--- src/rtl/systolic_pkg.sv ---
// Shared definitions for the systolic array feeders: stream FSM states and
// beat/counter sizing derived from the tile geometry.
package systolic_pkg;

  typedef enum logic {
    IDLE   = 1'b0,
    STREAM = 1'b1
  } state_t;

  // A diagonally skewed tile occupies rows+depth-1 beats.
  function automatic int beats_of(input int rows, input int depth);
    return rows + depth - 1;
  endfunction

  function automatic int cnt_w_of(input int rows, input int depth);
    int b;
    b = rows + depth - 1;
    return (b < 2) ? 1 : $clog2(b);
  endfunction

endpackage

--- src/rtl/skew_lane.sv ---
// One output lane of the skewer: picks row element (t - lane) when it falls
// inside the row, otherwise drives zero.
module skew_lane
  import systolic_pkg::*;
#(
  parameter int DEPTH  = 2,
  parameter int DATA_W = 16,
  parameter int CNT_W  = 1
) (
  input  logic [DEPTH*DATA_W-1:0] row,
  input  logic [CNT_W-1:0]        t,
  input  logic [CNT_W-1:0]        lane,
  output logic [DATA_W-1:0]       elem
);

  always_comb begin
    elem = '0;
    for (int k = 0; k < DEPTH; k++) begin
      if (int'(t) == int'(lane) + k) elem = row[k*DATA_W +: DATA_W];
    end
  end

endmodule

--- src/rtl/systolic_input_skewer.sv ---
// Activation feeder: captures a ROWS x DEPTH tile and streams it out with
// row r delayed by r beats, zero-padded, one registered beat per cycle.
module systolic_input_skewer
  import systolic_pkg::*;
#(
  parameter int ROWS   = 2,
  parameter int DEPTH  = 2,
  parameter int DATA_W = 16
) (
  input  logic                         clk,
  input  logic                         reset,
  input  logic                         in_valid,
  output logic                         in_ready,
  input  logic [ROWS*DEPTH*DATA_W-1:0] in_data,
  input  logic                         hold,
  output logic                         out_valid,
  output logic [ROWS*DATA_W-1:0]       out_data,
  output logic                         out_last,
  output logic                         busy
);

  localparam int BEATS = beats_of(ROWS, DEPTH);
  localparam int CNT_W = cnt_w_of(ROWS, DEPTH);
  localparam logic [CNT_W-1:0] LAST_BEAT = CNT_W'(BEATS - 1);

  state_t                       state;
  logic [CNT_W-1:0]             beat_p0;
  logic [ROWS*DEPTH*DATA_W-1:0] tile_p0;
  logic [ROWS*DATA_W-1:0]       lanes;
  logic [ROWS*DATA_W-1:0]       data_p1;
  logic                         vld_p1;
  logic                         last_p1;
  logic                         at_last;

  // Stage p0: captured tile and beat index feed the per-row selectors.
  for (genvar r = 0; r < ROWS; r++) begin : g_lane
    skew_lane #(
      .DEPTH (DEPTH),
      .DATA_W(DATA_W),
      .CNT_W (CNT_W)
    ) u_lane (
      .row (tile_p0[r*DEPTH*DATA_W +: DEPTH*DATA_W]),
      .t   (beat_p0),
      .lane(CNT_W'(r)),
      .elem(lanes[r*DATA_W +: DATA_W])
    );
  end

  assign at_last = (beat_p0 == LAST_BEAT);

  // Accepting while the last beat is being registered lets tiles run back to back.
  assign in_ready = (state == IDLE) || ((state == STREAM) && at_last && !hold);

  always_ff @(posedge clk) begin
    if (reset) begin
      state   <= IDLE;
      beat_p0 <= '0;
      tile_p0 <= '0;
      data_p1 <= '0;
      vld_p1  <= 1'b0;
      last_p1 <= 1'b0;
    end else begin
      case (state)
        IDLE: begin
          data_p1 <= '0;
          vld_p1  <= 1'b0;
          last_p1 <= 1'b0;
          if (in_valid) begin
            tile_p0 <= in_data;
            beat_p0 <= '0;
            state   <= STREAM;
          end
        end
        STREAM: begin
          if (!hold) begin
            // Stage p1: registered skewed beat.
            data_p1 <= lanes;
            vld_p1  <= 1'b1;
            last_p1 <= at_last;
            if (at_last) begin
              beat_p0 <= '0;
              if (in_valid) tile_p0 <= in_data;
              else          state   <= IDLE;
            end else begin
              beat_p0 <= beat_p0 + CNT_W'(1);
            end
          end
        end
        default: state <= IDLE;
      endcase
    end
  end

  assign out_valid = vld_p1;
  assign out_data  = data_p1;
  assign out_last  = last_p1;
  assign busy      = (state == STREAM) || vld_p1;

endmodule

--- config.mk ---
export PLATFORM = sky130hd
export DESIGN_NAME = systolic_input_skewer
export DESIGN_NICKNAME = d
export VERILOG_FILES = /design/src/rtl/systolic_pkg.sv /design/src/rtl/skew_lane.sv /design/src/rtl/systolic_input_skewer.sv
export SDC_FILE = /design/constraint.sdc
export NUM_CORES = 1
export LEC_CHECK = 0
export ABC_AREA = 1
export ABC_CLOCK_PERIOD_IN_PS = 1120
export BUFFER_PORTS_ARGS = -buffer_cell sky130_fd_sc_hd__buf_2
export CORE_MARGIN = 2
export CORE_UTILIZATION = 45
export CTS_CLUSTER_DIAMETER = 120
export DETAILED_ROUTE_END_ITERATION = 10
export PLACE_DENSITY = 0.79
export SLEW_MARGIN = 20
export SYNTH_ARGS = -nofsm -noshare
export SYNTH_HDL_FRONTEND = slang
export SYNTH_SLANG_ARGS = --single-unit
--- constraint.sdc ---
create_clock -name clk -period 1.12 [get_ports clk]
set_input_delay 0.224 -clock clk [delete_from_list [all_inputs] [get_ports clk]]
set_output_delay 0.224 -clock clk [all_outputs]
set_load 0.02 [all_outputs]
==> summary.txt <==
Outcome
  • Status: finished with violations
  • Violated checks: setup timing

Pwr
  • Max IR drop VDD: 0.00101 V
  • Total Power: 9.57 mW
  • Reg power frac: 41.3%
  • Gate power share: 23.0%
  • Pwr Density: 1300 mW/mm^2
  • Clock share of power: 35.7%
  • Internal Power: 6.61 mW
  • Sw frac: 30.9%
  • Leakage: 3.90 nW
  • Psw: 2.96 mW

Placed design
  • Placed cell area: 0.00586 mm^2
  • Hpwl dp: 8560 um
  • GP Congestion: 0.880
  • Port buffer count: 103

Clock network
  • Clock latency at the later pin of the worst-skew pair: 0.35 ns
  • Root Driver: clkbuf_16
  • CTS tree: yes
  • Clock tree sinks: 101
  • Htree depth: 3
  • Cts hold-fix bufs: 0
  • CTS Buffer Depth: 2
  • Clk slew on worst S/H paths: 0.08 ns
  • CTS buffer count: 9

STA
  • Fin worst setup slack: -0.372 ns
  • Setup TNS Final: -24.41 ns
  • Final hold viol count: 0
  • Tmin final: 1.49 ns
  • Worst Max-Slew Pin Slew: 0.373 ns
  • Hold_ws: 0.142 ns
  • Max-slew violations: 0
  • Max-slew headroom: 75.1%
  • Period utilization: 133%
  • Layout Skew: 0.0100 ns
  • # setup viols final: 102
  • Fmax: 0.670 GHz
  • RSZ-0062 raised after global routing: yes

Drt
  • Drt drc: 0
  • Detailed Routing Iterations Pass 1: 10
  • DR vias: 5972
  • Routed wire per std cell: 17.9 um
  • Via-to-Cell Ratio: 5.47
  • Post-DRT Antenna Nets: 0
  • 1st-iter DRT viols: 842
  • WL final: 19500 um

Yosys
  • Post-synthesis sequential area ratio: 39.7%
  • Net count after synthesis: 890
  • Synth cell types: 20
  • EDFF count, synth: 0
  • Synth Cell Area: 0.00509 mm^2
  • Most used DFF post-synth: dfxtp_1
  • Yosys warnings: 0
  • Synthesized instance count: 822
  • Synth async-reset ratio: 0%
  • Yosys top cell by area: dfxtp_1
  • Most frequent cells after synthesis: nand2_1 (264), inv_1 (188), dfxtp_1 (101), nand4_1 (64), nor2_1 (64)
  • #FFs+latches synth: 101
  • Most common cell in the netlist: nand2_1
  • Yosys top cell area share: 39.7%
  • Synthesized area per cell: 6.19 um^2
  • Synth top area cells: dfxtp_1 (40%), nand2_1 (19%), inv_1 (14%)

Worst setup path
  • Crit start category: flop
  • Worst endpoint required time: 1.39 ns
  • Endpoint kind of the worst setup timing path: flop
  • R2R setup slack: -0.37 ns
  • Critical path arrival: 1.76 ns
  • Setup CP Type: reg -> reg
  • Largest fanout on the critical path: 7

Finish
  • Nets@finish: 1015
  • Antenna diodes: 0
  • Post-route cell area: 0.00734 mm^2
  • Layout area overhead: 44.3%
  • Layout cells sized above 1: 35.4%

Floorplanning
  • Starting Density: 46.5%
  • CORE AREA: 0.0109 mm^2
  • DIE AREA: 0.0122 mm^2
  • Die H: 110 um
  • Die Span X: 110 um
  • Core Rows: 38
  • IO Pins: 104

Min path
  • Hold Crit Class: in -> reg

Global routing
  • GRT overflow: 0
  • Tot GR Track Use: 23.5%
  • Antenna violations before repair: 0
  • Vias in the first global route: 4583
  • First-pass GRT wire length: 22300 um
  • Largest net degree at the start of global routing: 43

Flow run
  • Max-cap violations: 0
-- final timing paths --
kind	start	depth (start not counted)	endpoint
setup / recovery	beat_p0[1]$_SDFFE_PP0P_	10	tile_p0[53]$_SDFFE_PP0P_
hold / removal	reset	2	out_data[25]$_SDFFE_PP0P_
setup reg to reg	beat_p0[1]$_SDFFE_PP0P_	10	tile_p0[53]$_SDFFE_PP0P_
hold reg to reg	out_data[20]$_SDFFE_PP0P_	2	out_data[20]$_SDFFE_PP0P_
-- through the flow --
| stage | setup slack (ns) | utilization, % | std cells |
|---|---|---|---|
| after detailed placement | -0.222 | 53.6 | 1040 |
| after global placement | -0.185 | 53.6 | 1040 |
| after floorplan | -0.0506 | - | 822 |
| after CTS | -0.242 | 60.0 | 1070 |
| final | -0.372 | 67.2 | 1092 |
| after global routing | -0.392 | 67.2 | 1092 |
-- cell type report --
| cell class | count | area, um^2 |
|---|---|---|
| clock buffers | 11 | 253 |
| clock inverters | 5 | 65.1 |
| fillers | 794 | 3590 |
| inverters | 200 | 761 |
| multi-input cells | 469 | 2520 |
| flip-flops and latches | 101 | 2030 |
| well taps | 140 | 175 |
| repair buffers | 166 | 1540 |
-- flip-flops by register name (all words and copies together) (netlist names) --
name and count:
beat_p0 2, out_data 32, out_last 1, out_valid 1
state 1, tile_p0 64
-- metal layers --
metal  vias up  global-route usage, %  wire [um]
met1      2683                   33.3       7520
met2       475                   35.8       8840
met5         -                      0          0
li1       2697                      -          -
met4         0                   9.46       1080
met3       117                   3.41       2110
-- cell families after synthesis --
logic type,share of synthesized area [%]
AOI/OAI and AO/OA,3.79
buffers and inverters,20.1
DFF,39.7
and+or+nand+nor,36.4
-- worst max-delay path: stages (launching register included) --
cell and delay (ns):
dfxtp_4 0.36, buf_6 0.10, nand2_4 0.04, nand2_4 0.07, buf_6 0.12, nand3_4 0.12, buf_4 0.18, buf_12 0.13
nand2_1 0.05, inv_1 0.06, nor2_2 0.16
-- power by group through the flow --
stage | combinational [mW] | sequential (mW) | clock [mW]
after global routing | 2.34 | 3.97 | 3.51
after global placement | 1.32 | 4.00 | 0
final | 2.20 | 3.95 | 3.42
after detailed placement | 1.35 | 4.00 | 0
after CTS | 1.56 | 3.92 | 3.31
after floorplan | 0.939 | 3.98 | 0
-- cells in the final DEF (no fill, tap or decap), types with 16 or more instances in the layout --
cell type / count
a21oi_2: 17
buf_2: 97
inv_2: 37
inv_1: 161
nand2_4: 35
a21oi_1: 18
nand2_1: 188
nand2_2: 43
dfxtp_1: 98
buf_4: 21
nor2_1: 51
nand4_1: 64
nand3_1: 32
buf_6: 16
clkbuf_16: 18
-- what timing repair did --
action                                  4_1_cts  5_1_grt
gates cloned                                  6       12
resized for setup                            51      157
endpoints found under the setup margin      102      105
buffers inserted                              8       10
pin swaps                                     9       51
Note: power is estimated with default switching activity, not from simulation.
